==> src/rtl/crc_ctrl_pkg.sv <==
// Shared types and constants for the serial CRC engine sequencer.
// Provides the controller state encoding, the default byte width and a
// helper that sizes counters from their terminal count.
package crc_ctrl_pkg;

  localparam int unsigned DEFAULT_DATA_WIDTH = 8;

  // Width of a counter that must hold values 0..n-1 (never narrower than 1).
  function automatic int unsigned cnt_w(input int unsigned n);
    return (n < 2) ? 32'd1 : 32'($clog2(n));
  endfunction

  localparam int unsigned DEFAULT_BIT_CNT_W = cnt_w(DEFAULT_DATA_WIDTH);

  typedef enum logic [2:0] {
    IDLE,
    ENG_RST,
    SHIFT,
    DRAIN,
    WAIT_VALID,
    COLLECT,
    OUTPUT
  } state_t;

endpackage

==> src/rtl/crc_bit_serializer.sv <==
// Byte-to-bit serializer feeding the CRC engine.
// Ports: clk, rst (sync, active-high); load (first byte of a frame),
// shift_en (controller is shifting), accept (byte handshake this cycle),
// in_data/in_last (byte and its last flag).
// Combinational outputs: sr_lsb_n_c (engine bit for next cycle),
// room_n_c (holding slot free and last not yet taken, next cycle),
// done_c (last byte's final bit now), underrun_c (no next byte at boundary).
module crc_bit_serializer
  import crc_ctrl_pkg::*;
#(
  parameter int unsigned DATA_WIDTH = DEFAULT_DATA_WIDTH
) (
  input  logic                  clk,
  input  logic                  rst,
  input  logic                  load,
  input  logic                  shift_en,
  input  logic                  accept,
  input  logic [DATA_WIDTH-1:0] in_data,
  input  logic                  in_last,
  output logic                  sr_lsb_n_c,
  output logic                  room_n_c,
  output logic                  done_c,
  output logic                  underrun_c
);

  localparam int unsigned BIT_W = cnt_w(DATA_WIDTH);

  logic [DATA_WIDTH-1:0] sr, sr_n, hold, hold_n;
  logic [BIT_W-1:0]      cnt, cnt_n;
  logic                  cur_last, cur_last_n;
  logic                  hold_full, hold_full_n;
  logic                  hold_last, hold_last_n;
  logic                  last_acc, last_acc_n;
  logic                  boundary;

  assign boundary   = shift_en && (cnt == BIT_W'(DATA_WIDTH - 1));
  assign done_c     = boundary && cur_last;
  assign underrun_c = boundary && !cur_last && !hold_full && !accept;
  assign sr_lsb_n_c = sr_n[0];
  assign room_n_c   = !hold_full_n && !last_acc_n;

  // Next-state for shift/holding registers; boundary swaps in the next byte with no gap.
  always_comb begin
    sr_n        = sr;
    hold_n      = hold;
    cnt_n       = cnt;
    cur_last_n  = cur_last;
    hold_full_n = hold_full;
    hold_last_n = hold_last;
    last_acc_n  = last_acc;
    if (load) begin
      sr_n        = in_data;
      cur_last_n  = in_last;
      last_acc_n  = in_last;
      hold_full_n = 1'b0;
      cnt_n       = '0;
    end else if (shift_en) begin
      if (!boundary) begin
        sr_n  = sr >> 1;
        cnt_n = cnt + BIT_W'(1);
        if (accept) begin
          hold_n      = in_data;
          hold_full_n = 1'b1;
          hold_last_n = in_last;
          last_acc_n  = last_acc | in_last;
        end
      end else begin
        cnt_n = '0;
        if (!cur_last) begin
          if (hold_full) begin
            sr_n        = hold;
            cur_last_n  = hold_last;
            hold_full_n = 1'b0;
          end else if (accept) begin
            sr_n       = in_data;
            cur_last_n = in_last;
            last_acc_n = last_acc | in_last;
          end
        end
      end
    end
  end

  always_ff @(posedge clk) begin
    if (rst) begin
      sr        <= '0;
      hold      <= '0;
      cnt       <= '0;
      cur_last  <= 1'b0;
      hold_full <= 1'b0;
      hold_last <= 1'b0;
      last_acc  <= 1'b0;
    end else begin
      sr        <= sr_n;
      hold      <= hold_n;
      cnt       <= cnt_n;
      cur_last  <= cur_last_n;
      hold_full <= hold_full_n;
      hold_last <= hold_last_n;
      last_acc  <= last_acc_n;
    end
  end

endmodule

==> src/rtl/crc_serial_ctrl.sv <==
// Sequencer driving a bit-serial CRC engine from a byte stream.
// Ports: clk, rst (sync, active-high); in_data/in_valid/in_last/in_ready
// byte input; crc_rst_n/crc_active/crc_data to the engine, crc_bit/crc_valid
// from it; out_crc/out_valid/out_ready result; err (underrun or timeout
// pulse); busy (not idle). All outputs are registered.
module crc_serial_ctrl
  import crc_ctrl_pkg::*;
#(
  parameter int unsigned DATA_WIDTH     = DEFAULT_DATA_WIDTH,
  parameter int unsigned RST_CYCLES     = 1,
  parameter int unsigned TIMEOUT_CYCLES = 16
) (
  input  logic                  clk,
  input  logic                  rst,
  input  logic [DATA_WIDTH-1:0] in_data,
  input  logic                  in_valid,
  input  logic                  in_last,
  output logic                  in_ready,
  output logic                  crc_rst_n,
  output logic                  crc_active,
  output logic                  crc_data,
  input  logic                  crc_bit,
  input  logic                  crc_valid,
  output logic [DATA_WIDTH-1:0] out_crc,
  output logic                  out_valid,
  input  logic                  out_ready,
  output logic                  err,
  output logic                  busy
);

  localparam int unsigned BIT_W = cnt_w(DATA_WIDTH);
  localparam int unsigned RST_W = cnt_w(RST_CYCLES);
  localparam int unsigned TO_W  = cnt_w(TIMEOUT_CYCLES);

  state_t                state, state_n;
  logic [RST_W-1:0]      rst_cnt, rst_cnt_n;
  logic [TO_W-1:0]       to_cnt, to_cnt_n;
  logic [BIT_W-1:0]      col_cnt, col_cnt_n;
  logic [DATA_WIDTH-1:0] col, col_n, out_crc_n;
  logic                  in_ready_n, crc_rst_n_n, crc_active_n, crc_data_n;
  logic                  out_valid_n, err_n, busy_n;
  logic                  accept_c, load_c, shift_c;
  logic                  sr_lsb_n_c, room_n_c, done_c, underrun_c;

  assign accept_c = in_valid && in_ready;
  assign load_c   = (state == IDLE) && accept_c;
  assign shift_c  = (state == SHIFT);

  crc_bit_serializer #(.DATA_WIDTH(DATA_WIDTH)) u_ser (
    .clk        (clk),
    .rst        (rst),
    .load       (load_c),
    .shift_en   (shift_c),
    .accept     (accept_c),
    .in_data    (in_data),
    .in_last    (in_last),
    .sr_lsb_n_c (sr_lsb_n_c),
    .room_n_c   (room_n_c),
    .done_c     (done_c),
    .underrun_c (underrun_c)
  );

  // Next state, counters, collector and next values of the registered outputs.
  always_comb begin
    state_n   = state;
    rst_cnt_n = rst_cnt;
    to_cnt_n  = to_cnt;
    col_cnt_n = col_cnt;
    col_n     = col;
    out_crc_n = out_crc;
    err_n     = 1'b0;
    case (state)
      IDLE: begin
        if (accept_c) begin
          rst_cnt_n = '0;
          state_n   = ENG_RST;
        end
      end
      ENG_RST: begin
        if (rst_cnt == RST_W'(RST_CYCLES - 1)) state_n = SHIFT;
        else rst_cnt_n = rst_cnt + RST_W'(1);
      end
      SHIFT: begin
        if (done_c) begin
          to_cnt_n = '0;
          state_n  = WAIT_VALID;
        end else if (underrun_c) begin
          err_n   = 1'b1;
          state_n = DRAIN;
        end
      end
      DRAIN: begin
        if (accept_c && in_last) state_n = IDLE;
      end
      WAIT_VALID: begin
        // A valid arriving on the timeout cycle still wins.
        if (crc_valid) begin
          col_cnt_n = '0;
          state_n   = COLLECT;
        end else if (to_cnt == TO_W'(TIMEOUT_CYCLES - 1)) begin
          err_n   = 1'b1;
          state_n = IDLE;
        end else begin
          to_cnt_n = to_cnt + TO_W'(1);
        end
      end
      COLLECT: begin
        col_n[col_cnt] = crc_bit;
        if (col_cnt == BIT_W'(DATA_WIDTH - 1)) begin
          out_crc_n = col_n;
          state_n   = OUTPUT;
        end else begin
          col_cnt_n = col_cnt + BIT_W'(1);
        end
      end
      OUTPUT: begin
        if (out_valid && out_ready) state_n = IDLE;
      end
      default: state_n = IDLE;
    endcase

    // Outputs are decoded from the state being entered so they line up with it.
    in_ready_n   = (state_n == IDLE) || (state_n == DRAIN) ||
                   ((state_n == SHIFT) && room_n_c);
    crc_rst_n_n  = (state_n != ENG_RST);
    crc_active_n = (state_n == SHIFT);
    crc_data_n   = (state_n == SHIFT) && sr_lsb_n_c;
    out_valid_n  = (state_n == OUTPUT);
    busy_n       = (state_n != IDLE);
  end

  always_ff @(posedge clk) begin
    if (rst) begin
      state      <= IDLE;
      rst_cnt    <= '0;
      to_cnt     <= '0;
      col_cnt    <= '0;
      col        <= '0;
      out_crc    <= '0;
      in_ready   <= 1'b0;
      crc_rst_n  <= 1'b0;
      crc_active <= 1'b0;
      crc_data   <= 1'b0;
      out_valid  <= 1'b0;
      err        <= 1'b0;
      busy       <= 1'b0;
    end else begin
      state      <= state_n;
      rst_cnt    <= rst_cnt_n;
      to_cnt     <= to_cnt_n;
      col_cnt    <= col_cnt_n;
      col        <= col_n;
      out_crc    <= out_crc_n;
      in_ready   <= in_ready_n;
      crc_rst_n  <= crc_rst_n_n;
      crc_active <= crc_active_n;
      crc_data   <= crc_data_n;
      out_valid  <= out_valid_n;
      err        <= err_n;
      busy       <= busy_n;
    end
  end

endmodule

==> config.mk <==
export PLATFORM = sky130hd
export DESIGN_NAME = crc_serial_ctrl
export DESIGN_NICKNAME = d
export VERILOG_FILES = /design/src/rtl/crc_ctrl_pkg.sv /design/src/rtl/crc_bit_serializer.sv /design/src/rtl/crc_serial_ctrl.sv
export SDC_FILE = /design/constraint.sdc
export NUM_CORES = 1
export LEC_CHECK = 0
export ABC_AREA = 0
export CAP_MARGIN = 20
export CELL_PAD_IN_SITES_DETAIL_PLACEMENT = 2
export CELL_PAD_IN_SITES_GLOBAL_PLACEMENT = 2
export CORE_UTILIZATION = 38
export CTS_BUF_LIST = sky130_fd_sc_hd__clkbuf_4 sky130_fd_sc_hd__clkbuf_8 sky130_fd_sc_hd__clkbuf_16
export DETAILED_ROUTE_END_ITERATION = 10
export DONT_BUFFER_PORTS = 1
export GPL_ROUTABILITY_DRIVEN = 0
export GPL_TIMING_DRIVEN = 0
export HOLD_SLACK_MARGIN = 0.02
export PLACE_DENSITY = 0.81
export SLEW_MARGIN = 10
export SYNTH_ARGS = -nofsm -noshare
export SYNTH_HDL_FRONTEND = slang
export SYNTH_SLANG_ARGS = --single-unit
==> constraint.sdc <==
create_clock -name clk -period 2.3 [get_ports clk]
set_clock_uncertainty 0.15 [all_clocks]
set_input_delay 0.115 -clock clk [delete_from_list [all_inputs] [get_ports clk]]
set_output_delay 0.115 -clock clk [all_outputs]
set_load 0.1 [all_outputs]
==> metrics.txt <==
# TYPE chip_impl_metric gauge
chip_impl_info{name="outcome",value="complete, no violations"} 1
chip_impl_metric{name="drc",unit=""} 0
chip_impl_metric{name="report.final.slew_viol_count",unit=""} 0
chip_impl_metric{name="met3_usage",unit=""} 0.0360
chip_impl_metric{name="numClockSinks",unit=""} 56
chip_impl_metric{name="clock.fmax",unit="MHz"} 446
chip_impl_info{name="min_path_type",value="input pin to register"} 1
chip_impl_metric{name="power_per_cell_area",unit="nW/um2"} 589
chip_impl_info{name="clk_root_buffer_cell",value="clkbuf_8"} 1
chip_impl_metric{name="synth.cell_area",unit="um2"} 2780
chip_impl_metric{name="drt.antenna.violating_nets",unit=""} 0
chip_impl_metric{name="detailedPlacementHpwl",unit="um"} 5960
chip_impl_metric{name="final_net_count",unit=""} 357
chip_impl_info{name="crit-reg2reg-capture",value="in_ready$_SDFF_PP0_"} 1
chip_impl_metric{name="maxCapViolations",unit=""} 0
chip_impl_metric{name="boundaryPins",unit=""} 30
chip_impl_metric{name="start_util",unit=""} 0.402
chip_impl_metric{name="insertion_delay",unit="ps"} 320
chip_impl_metric{name="synth-compound-area-share",unit=""} 0.174
chip_impl_metric{name="max-clock-path-buffers",unit=""} 2
chip_impl_metric{name="dieWidth",unit="um"} 87.5
chip_impl_info{name="crit_slowest_cell",value="dfxtp_4"} 1
chip_impl_metric{name="vertical_extent_of_the_die",unit="um"} 87.5
chip_impl_metric{name="count_of_tritonroute_iterations_in_the_first_routing_pass",unit=""} 4
chip_impl_metric{name="reg2regPathDepth",unit=""} 6
chip_impl_metric{name="vdd_drop_max",unit="mV"} 0.343
chip_impl_metric{name="placement_rows",unit=""} 30
chip_impl_metric{name="worst_hold_slack",unit="ps"} 36.3
chip_impl_metric{name="report.final.hold_viol_count",unit=""} 0
chip_impl_metric{name="finalWorstPathRequiredPeriod",unit="ps"} 2240
chip_impl_metric{name="syn_nets",unit=""} 339
chip_impl_metric{name="share_of_synthesized_cell_area_in_full_adder_half_adder_and_majority_cells",unit=""} 0.0225
chip_impl_info{name="endpoint_kind",value="register"} 1
chip_impl_metric{name="synth.ff_latch_count",unit=""} 56
chip_impl_info{name="hp-start",value="in_data[2]"} 1
chip_impl_metric{name="synthesis.area_per_instance",unit="um2"} 8.70
chip_impl_info{name="synth_top_family_by_area",value="simple AND/OR/NAND/NOR gates"} 1
chip_impl_metric{name="dr_total_vias",unit=""} 2432
chip_impl_metric{name="grt_first_pass_wirelength",unit="um"} 13800
chip_impl_metric{name="grt_use_met1",unit=""} 0.279
chip_impl_info{name="timing.setup.critical_path_class",value="register to register"} 1
chip_impl_info{name="kind_of_start_point_of_the_critical_path",value="register"} 1
chip_impl_metric{name="number_of_vias_per_cell",unit=""} 5.60
chip_impl_metric{name="synth_mux_area_frac",unit=""} 0.0861
chip_impl_metric{name="worst_pin_slew",unit="ps"} 983
chip_impl_metric{name="violation_count_after_the_first_detailed_route_iteration",unit=""} 71
chip_impl_info{name="grt.busiest_layer",value="met2"} 1
chip_impl_metric{name="core_region_area",unit="um2"} 6910
chip_impl_metric{name="drt_wl_total",unit="um"} 8490
chip_impl_metric{name="avgRoutedWirePerCell",unit="um"} 19.6
chip_impl_metric{name="clk_pin_slew",unit="ps"} 120
chip_impl_metric{name="worst_ep_arrival_time",unit="ps"} 2310
chip_impl_metric{name="final-setup-viol-count",unit=""} 0
chip_impl_info{name="rsz0062_at_grt",value="yes"} 1
chip_impl_metric{name="diodes",unit=""} 0
chip_impl_metric{name="timing.reg2reg.setup_slack",unit="ps"} 60
chip_impl_metric{name="pin_count_of_the_biggest_net_entering_global_routing",unit=""} 20
chip_impl_info{name="cts_tree",value="done"} 1
chip_impl_info{name="crit_path_cell_trace",value="nand2_2, or4_4, buf_6, a32oi_4, a21boi_2, a2111oi_2"} 1
chip_impl_metric{name="layout-area-overhead-vs-synth",unit="%"} 14.0
chip_impl_metric{name="track_usage",unit=""} 0.238
chip_impl_metric{name="cts-buffers-inserted",unit=""} 5
chip_impl_metric{name="die_area",unit="um2"} 7650
chip_impl_metric{name="p_leak",unit="nW"} 1.08
chip_impl_metric{name="synth_sequential_area_ratio",unit=""} 0.404
chip_impl_metric{name="port_buffers",unit=""} 0
chip_impl_metric{name="post_synth_inst_count",unit=""} 319
chip_impl_info{name="worst_r2r_startpoint",value="in_ready$_SDFF_PP0_"} 1
chip_impl_metric{name="worstPathRequired",unit="ps"} 2370
chip_impl_metric{name="grtUsageMet2",unit=""} 0.441
chip_impl_metric{name="max-slew-margin-rel",unit=""} 0.344
chip_impl_metric{name="drive_above_1_share",unit=""} 0.133
chip_impl_metric{name="power",unit="mW"} 1.86
chip_impl_metric{name="yosys.cell_types.count",unit=""} 46
chip_impl_info{name="hold_path_end",value="u_ser.sr[2]$_SDFFE_PP0P_"} 1
chip_impl_metric{name="globalRouteOverflowTotal",unit=""} 0
chip_impl_metric{name="synthXorXnorAreaFrac",unit=""} 0.00947
chip_impl_metric{name="critical_path_peak_fanout",unit=""} 7
chip_impl_metric{name="fin_crit_share",unit=""} 0.975
chip_impl_metric{name="worstHoldPathCells",unit=""} 4
chip_impl_metric{name="yosys_warnings",unit=""} 0
chip_impl_metric{name="clock_tree.htree_level_count",unit=""} 2
chip_impl_metric{name="basic_gate_share_of_the_synthesized_area_counting_and_or_nand_and_nor_cells",unit=""} 0.255
chip_impl_metric{name="grt_antenna_before_repair",unit=""} 0
chip_impl_metric{name="first_global_vias",unit=""} 2709
chip_impl_metric{name="slowest_delay",unit="ps"} 590
==> critical path: cells and delay by family, from the launching register on <==
kind / cells / cell delay, ps
AO/OA/AOI/OAI: 3 / 590
buffers and inverters: 1 / 160
flip-flops: 1 / 590
AND/OR/NAND/NOR: 2 / 650
==> layout make-up <==
class                      count  area [um2]
fill                         763        3740
sequential                    56        1130
inverter                       2        7.51
clock inverter                 3        27.5
timing repair buffer          11         110
multi-input combinational    239        1570
tap                           96         120
buffer                        22         130
clock buffer                   5        68.8
==> through the flow <==
stage | setup slack, ps | util | cells | TNS [ps] | instance area (um2)
after global placement | -309 | 0.419 | 415 | -2120 | 2900
after CTS | 8.31 | 0.452 | 434 | 0 | 3120
after global routing | -33.4 | 0.458 | 434 | -36.5 | 3160
final | 58.0 | 0.458 | 434 | 0 | 3160
after floorplan | 66.0 | - | 319 | 0 | 2780
after detailed placement | -252 | 0.419 | 415 | -1960 | 2900
==> cell usage in the layout (no fill, tap or decap), types with 2 or more instances in the layout <==
cell type      Yosys  routed
nand3b_1           3       3
mux2_2             7       7
a211oi_1           7       6
nand2b_1           6       6
clkbuf_2           1       2
inv_1              2       2
a21oi_1           19      19
and3_1             2       2
xnor2_1            3       3
a31oi_1            3       3
o21a_1             2       2
mux2i_1           16      16
ha_1               5       4
nor3b_1            4       4
and3_2             2       2
dfxtp_1           56      54
nand3_1           13      13
buf_4              4       4
nand4_1            2       2
clkbuf_1          11      10
o21ai_0           10      10
buf_2              2       2
a2111oi_2          3       2
clkbuf_8           2       7
nor2_1            54      52
nor2b_1           13      12
a311oi_1           6       6
nor3_1            11      11
nand2_1           26      26
dlygate4sd3_1      0      11
a221o_1            6       6
o211ai_1           3       3
==> how the worst max path moves through the flow <==
stage,end,from,cells past startpoint
global route,in_ready$_SDFF_PP0_,u_ser.cnt[0]$_SDFFE_PP0P_,7
global placement,u_ser.sr[4]$_SDFFE_PP0P_,in_ready$_SDFF_PP0_,5
CTS,in_ready$_SDFF_PP0_,u_ser.cnt[0]$_SDFFE_PP0P_,7
floorplan,in_ready$_SDFF_PP0_,in_ready$_SDFF_PP0_,6
detailed placement,u_ser.sr[6]$_SDFFE_PP0P_,in_ready$_SDFF_PP0_,5
finish,in_ready$_SDFF_PP0_,in_ready$_SDFF_PP0_,6
==> metal layers <==
layer  wire (um)  share of wire  up-vias
li1            -              -     1170
met1        3640           0.43     1222
met2        4610           0.54       32
met3         152          0.018        8
met4          91          0.011        0
met5           0              0        -
==> logic make-up after synthesis <==
kind of cell / Yosys count
AO/OA/AOI/OAI: 64
buffers and inverters: 24
multiplexers: 23
flip-flops: 56
AND/OR/NAND/NOR: 144
adder cells (fa/ha/maj): 5
XOR/XNOR: 3
==> flip-flops by register name (all words and copies together), names as in the netlist, 3 cells and up <==
register    count
col             8
col_cnt         3
out_crc         8
state           3
to_cnt          4
u_ser.cnt       3
u_ser.hold      8
u_ser.sr        8
==> Yosys cell counts (all sizes together) <==
| master | instances | area share |
|---|---|---|
| a2111oi | 3 | 0.016 |
| a211oi | 7 | 0.019 |
| a21boi | 1 | 0.0041 |
| a21oi | 19 | 0.034 |
| a221o | 6 | 0.022 |
| a22oi | 1 | 0.0027 |
| a311oi | 6 | 0.019 |
| a31oi | 3 | 0.0068 |
| a32oi | 1 | 0.0099 |
| and3 | 4 | 0.0099 |
| and3b | 1 | 0.0032 |
| and4b | 1 | 0.0036 |
| buf | 8 | 0.020 |
| clkbuf | 14 | 0.027 |
| dfxtp | 56 | 0.40 |
| ha | 5 | 0.023 |
| inv | 2 | 0.0027 |
| mux2 | 7 | 0.028 |
| mux2i | 16 | 0.058 |
| nand2 | 27 | 0.037 |
| nand2b | 6 | 0.014 |
| nand3 | 13 | 0.023 |
| nand3b | 3 | 0.0081 |
| nand4 | 2 | 0.0045 |
| nor2 | 54 | 0.073 |
| nor2b | 13 | 0.029 |
| nor3 | 11 | 0.020 |
| nor3b | 5 | 0.015 |
| nor4 | 2 | 0.0068 |
| o211ai | 3 | 0.0081 |
| o21a | 2 | 0.0054 |
| o21ai | 10 | 0.018 |
| o221ai | 1 | 0.0054 |
| o32ai | 1 | 0.0032 |
| or3b | 1 | 0.0032 |
| or4 | 1 | 0.0041 |
| xnor2 | 3 | 0.0095 |
==> report_power, final <==
| group | leakage [nW] | total [mW] | internal [mW] | switching, mW |
|---|---|---|---|---|
| registers | 0.454 | 1.06 | 0.995 | 0.0700 |
| clock network | 0.0463 | 0.599 | 0.225 | 0.373 |
| logic | 0.577 | 0.198 | 0.0841 | 0.114 |
| total | 1.08 | 1.86 | 1.30 | 0.558 |
==> repair_timing <==
action,CTS,global route
resized for setup,5,8
hold buffers,11,0
hold endpoints to repair,23,0
setup buffers,0,0
setup endpoints to repair,14,15
Power figures use the tool's default switching activity.
